`config.mk`:
```
export PLATFORM = sky130hd
export DESIGN_NAME = flexcounter_ctrl
export DESIGN_NICKNAME = d
export VERILOG_FILES = /design/src/rtl/flexctl_pkg.sv /design/src/rtl/flexcounter_ctrl.sv
export SDC_FILE = /design/constraint.sdc
export NUM_CORES = 1
export LEC_CHECK = 0
export ABC_AREA = 1
export BUFFER_PORTS_ARGS = -buffer_cell sky130_fd_sc_hd__buf_2
export CAP_MARGIN = 0
export CORE_MARGIN = 2
export CORE_UTILIZATION = 40
export DETAILED_ROUTE_END_ITERATION = 6
export PLACE_DENSITY = 0.74
export RECOVER_POWER = 50
export SYNTH_ARGS = -nofsm -noshare
export SYNTH_HDL_FRONTEND = slang
export SYNTH_SLANG_ARGS = --single-unit
```
`constraint.sdc`:
```
create_clock -name clk -period 1.2 [get_ports clk]
set_clock_uncertainty 0.05 [all_clocks]
set_input_delay 0.18 -clock clk [delete_from_list [all_inputs] [get_ports clk]]
set_output_delay 0.18 -clock clk [all_outputs]
set_load 0.01 [all_outputs]
```
`src/rtl/flexctl_pkg.sv`:
```
// Shared definitions for the flexcounter job controller: FSM state
// encoding and the default sizing constants for the counter and the
// strobe-repeat field.
package flexctl_pkg;

    localparam int COUNTSIZE_DEF = 1024;
    localparam int REPWIDTH_DEF  = 8;

    typedef enum logic [1:0] {
        IDLE   = 2'd0,
        RUN    = 2'd1,
        FINISH = 2'd2
    } state_t;

endpackage : flexctl_pkg

```
`src/rtl/flexcounter_ctrl.sv`:
```
// Job controller for an external flexcounter. A job is a (period, repeats)
// pair: the counter is run with maxCount = period and the controller emits
// one tick per counter strobe until `repeats` strobes have been seen, then
// pulses done. The counter itself lives beside this block and is wired via
// the cnt_* ports.
//
// Request handshake: a job is transferred on a rising clk edge where
// req_valid and req_ready are both high. req_ready is high only in IDLE;
// while it is low the request is left untouched (not consumed) and the
// requester must keep req_valid, req_period and req_repeats stable until the
// transfer edge. A transferred job is never refused or dropped.
module flexcounter_ctrl
    import flexctl_pkg::*;
#(
    parameter int COUNTSIZE  = COUNTSIZE_DEF,
    parameter int COUNTWIDTH = $clog2(COUNTSIZE),
    parameter int REPWIDTH   = REPWIDTH_DEF
) (
    input  logic                  clk,
    input  logic                  RST,
    input  logic                  req_valid,
    output logic                  req_ready,
    input  logic [COUNTWIDTH-1:0] req_period,
    input  logic [REPWIDTH-1:0]   req_repeats,
    input  logic                  abort,
    output logic                  tick,
    output logic                  done,
    output logic                  busy,
    output logic [REPWIDTH-1:0]   ticks_left,
    output logic                  cnt_nRST,
    output logic                  cnt_enableCounter,
    output logic [COUNTWIDTH-1:0] cnt_maxCount,
    input  logic                  cnt_strobe,
    input  logic [COUNTWIDTH-1:0] cnt_count,
    // Debug observation of the FSM state (state_t encoding).
    output logic [1:0]            dbg_state
);

    state_t                r_state;
    state_t                w_next_state;
    logic [COUNTWIDTH-1:0] r_period;
    logic [COUNTWIDTH-1:0] w_next_period;
    logic [REPWIDTH-1:0]   r_ticks_left;
    logic [REPWIDTH-1:0]   w_next_ticks_left;
    logic                  w_tick;

    // The counter value is brought in for monitoring only; nothing here
    // depends on it.
    logic                  w_unused_cnt_count;
    assign w_unused_cnt_count = ^cnt_count;

    // State, latched period and remaining-strobe registers; reset wins over all.
    always_ff @(posedge clk) begin
        if (RST) begin
            r_state      <= IDLE;
            r_period     <= '0;
            r_ticks_left <= '0;
        end else begin
            r_state      <= w_next_state;
            r_period     <= w_next_period;
            r_ticks_left <= w_next_ticks_left;
        end
    end

    // Next-state logic: job acceptance, strobe counting, abort and completion.
    always_comb begin
        w_next_state      = r_state;
        w_next_period     = r_period;
        w_next_ticks_left = r_ticks_left;
        w_tick            = 1'b0;
        case (r_state)
            IDLE: begin
                if (req_valid) begin
                    // A zero period would make the counter strobe every
                    // cycle with no wrap; treat it as the shortest legal one.
                    w_next_period     = (req_period == '0) ? COUNTWIDTH'(1) : req_period;
                    w_next_ticks_left = req_repeats;
                    w_next_state      = (req_repeats == '0) ? FINISH : RUN;
                end
            end
            RUN: begin
                if (abort) begin
                    // Abort outranks a coincident strobe: no tick, no done.
                    w_next_ticks_left = '0;
                    w_next_state      = IDLE;
                end else if (cnt_strobe) begin
                    w_tick            = 1'b1;
                    w_next_ticks_left = r_ticks_left - REPWIDTH'(1);
                    if (r_ticks_left == REPWIDTH'(1)) begin
                        w_next_state = FINISH;
                    end
                end
            end
            FINISH: begin
                w_next_state = IDLE;
            end
            default: begin
                w_next_state = IDLE;
            end
        endcase
    end

    // Moore outputs decoded from state; tick is the only input-dependent one.
    assign req_ready         = (r_state == IDLE);
    assign busy              = (r_state != IDLE);
    assign done              = (r_state == FINISH);
    assign cnt_nRST          = (r_state == RUN);
    assign cnt_enableCounter = (r_state == RUN);
    assign cnt_maxCount      = r_period;
    assign ticks_left        = r_ticks_left;
    assign tick              = w_tick;
    assign dbg_state         = r_state;

endmodule : flexcounter_ctrl

```
==> out/results.tsv <==
stage	metric	value	unit
logic_synthesis	synth_fa_ha_area_share	2.13	%
setup_path	reg2reg_depth	8	
timing	setup_tns	-2.88	ns
floorplanning	io_pins	59	
logic_synthesis	synth-xor-area-share	0.745	%
power_and_ir_drop	max-vdd-ir-drop	1.04	mV
global_routing	grt_usage	21.3	%
route	drt_wl_total	3490	um
setup_path	crit_type	flop to output pin	
logic_synthesis	synth_flop_cell	dfxtp_1	
cts	ctsLongestPathBuffers	2	
placement	dp_hpwl	2400	um
logic_synthesis	muxShareOfSynthArea	0	%
timing	clock.fmax	714	MHz
cts	worstSkewPairLatency	0.31	ns
logic_synthesis	synth_most_common_cell	nor2_1	
setup_path	cp_data_arrival_time	1.17	ns
logic_synthesis	synthSimpleGateAreaFrac	40.5	%
timing	slew_viol_final	0	
setup_path	path_cells	buf_6 -> nor2_4 -> inv_2 -> buf_6	
route	via_per_inst	4.85	
logic_synthesis	async_reset_ff_share	0	%
timing	worst_pin_slew	0.243	ns
finish	antennaDiodeCount	0	
setup_path	crit_buf_inv	3	
timing	rsz0062_at_grt	true	
logic_synthesis	synth_nets	225	
timing	timing.final.hold_violations	0	
logic_synthesis	synth.yosys.seq_area_share	34.0	%
timing	hold_slack	0.0414	ns
route	vias	1444	
logic_synthesis	ys_ff_latch	20	
cts	cts.sinks	20	
cts	clock-root-buffer	clkbuf_4	
setup_path	cp_top_family	flip-flops	
floorplanning	core	2780	um2
floorplanning	dieArea	3390	um2
logic_synthesis	synth_top_family_by_area	simple AND/OR/NAND/NOR gates	
floorplanning	die_h	58.2	um
timing	min_period	1.40	ns
placement	placedCellCount	286	
cts	ctsHoldBuffers	0	
logic_synthesis	ys_types	24	
logic_synthesis	syn_inst	190	
floorplanning	start_util	42.3	%
status	outcome	finished, violations left	
flow_run	cap_violations	0	
finish	stdcell_count	298	
setup_path	r2r-end	cnt_maxCount[0]	
logic_synthesis	synth_top_area_share	34.0	%
route	wl_per_cell	11.7	um
placement	gp_congestion	0.817	
global_routing	grt_start_max_net_pins	20	
route	drt_iter0_markers	48	
global_routing	grt_pass1_wl	5490	um
setup_path	worstSetupEndpoint	busy	
setup_path	critPathMaxFanout	4	
setup_path	max_stage_delay	0.39	ns
global_routing	antenna_found_initial	0	
setup_path	cp-end-kind	output pin	
route	drtAntennaViolNets	0	
global_routing	grt_pass1_vias	1343	
finish	final_nets	303	
setup_path	path_depth	4	
timing	relSlewSlack	83.8	%
cts	cts_tree	yes	
cts	cts_buffers	3	
placement	post-place-ws	-0.0246	ns
logic_synthesis	synth_area	1180	um2
finish	final_util	65.6	%
setup_path	crit_start	dbg_state[1]	
hold_path	hold_path_class	input port to flop	
logic_synthesis	synth-compound-area-share	11.7	%
setup_path	r2r-start	dbg_state[1]	
setup_path	critPathSlowestCell	dfxtp_4	
setup_path	r2r_setup_slack	-0.14	ns
logic_synthesis	yosysTopAreaCell	dfxtp_1	
cts	htree_levels	1	
power_and_ir_drop	pwr_density_cell	1370	nW/um2
setup_path	critical_path.startpoint_type	flop	
route	drtPass1Iterations	4	
timing	fin_crit_sh	117	%
status	violations	negative setup slack	
hold_path	holdPathStages	3	
logic_synthesis	yosysWarnings	0	
logic_synthesis	synth_commonest_cells	nor2_1 (52), nand2_1 (37), inv_1 (21)	
route	drc	0	
floorplanning	rows	19	
power_and_ir_drop	p_leak	0.000960	uW
timing	setup_ws	-0.200	ns
logic_synthesis	synthTopCellsByArea	dfxtp_1 (34%), nor2_1 (17%), nand2_1 (12%)	
setup_path	cp.required	0.97	ns
setup_path	cpMostUsedCell	buf_6	
global_routing	gr-total-overflow	0	
timing	setup_viol	25	
cts	clk_pin_slew	0.13	ns
floorplanning	die_w	58.2	um
finish	area_delta_synth_final	55.2	%
placement	port-buffer-count	48	
finish	drive_gt1_share	39.0	%
logic_synthesis	syn_area_per_cell	6.19	um2
logic_synthesis	synth-edff-count	0	
## stage by stage
stage,cell area [um2],total power (uW)
CTS,1740,2420
detailed placement,1600,1830
finish,1830,2510
global route,1830,2700
global placement,1600,1820
floorplan,1190,1450
## how the worst min path moves through the flow
stage | startpoint | slack, ns | to
floorplan | req_period[1] | 0.26 | cnt_maxCount[1]
global placement | req_period[1] | 0.37 | cnt_maxCount[1]
detailed placement | req_period[9] | 0.38 | cnt_maxCount[9]
CTS | RST | 0.04 | dbg_state[0]
global route | req_period[3] | 0.05 | cnt_maxCount[3]
finish | req_period[1] | 0.04 | cnt_maxCount[1]
## registers in the layout, indices dropped and copies added, names as in the netlist
signal and count:
cnt_maxCount 10, dbg_state 2, ticks_left 8
## per-layer routing
layer  up-vias  routed length (um)  track usage (%)
met5         -                   0                0
met4         0                 147             8.31
met3        16                 203             5.36
met2        52                1760             38.6
met1       625                1370             23.6
li1        751                   -                -
## power by group
part / switching (uW) / total [uW] / internal [uW]
Sequential: 87.1 / 855 / 768
Clock: 236 / 491 / 254
Combinational: 613 / 1160 / 548
## kinds of logic (layout without fill, tap and decap cells)
family | count (synthesis) | count (layout)
adders and majority gates | 2 | 2
buffers and inverters | 30 | 107
AOI/OAI and AO/OA | 26 | 26
and+or+nand+nor | 111 | 111
xor gates and xnor gates | 1 | 1
DFF | 20 | 20
## cell usage in the layout (no fill, tap or decap)
master / Yosys / layout
buf_6: 1 / 13
o21ai_0: 14 / 7
dfxtp_4: 0 / 2
nand2_1: 37 / 35
o21a_1: 1 / 1
o22ai_1: 1 / 1
clkbuf_1: 1 / 8
ha_4: 0 / 1
nor2_1: 52 / 52
nand3_2: 2 / 1
clkbuf_4: 0 / 3
nor2_4: 2 / 3
a21oi_1: 6 / 4
nand2_2: 1 / 3
nand3_4: 0 / 1
inv_1: 21 / 20
buf_2: 0 / 34
nor2_2: 2 / 1
a21oi_2: 1 / 3
nor3_1: 1 / 1
buf_4: 2 / 22
inv_4: 0 / 1
dfxtp_2: 0 / 3
xnor2_1: 1 / 1
o21ai_2: 0 / 8
dfxtp_1: 20 / 15
clkbuf_16: 0 / 1
nand4_1: 5 / 5
inv_2: 4 / 4
ha_1: 2 / 1
nand3_1: 9 / 9
o21ai_1: 3 / 2
clkinv_1: 1 / 1
## worst reg2reg max path, delay by kind of cell (launching register included)
| family | cells | cell delay (ns) |
|---|---|---|
| flops | 1 | 0.39 |
| simple gates | 4 | 0.41 |
| buf+inv | 3 | 0.27 |
| compound gates | 1 | 0.12 |
## timing repair
action | 4_1_cts | 5_1_grt
gates resized for setup | 11 | 28
pin swaps | 3 | 8
setup buffers | 7 | 1
endpoints found under the setup margin | 10 | 29
## layout make-up
| type | instances | area (um2) |
|---|---|---|
| Fill cell | 251 | 956 |
| Multi-Input combinational cell | 140 | 716 |
| Timing Repair Buffer | 77 | 512 |
| Sequential cell | 20 | 412 |
| Inverter | 26 | 100 |
| Clock buffer | 4 | 47.5 |
| Tap cell | 31 | 38.8 |
No activity file was read; power rests on OpenSTA's default activity.
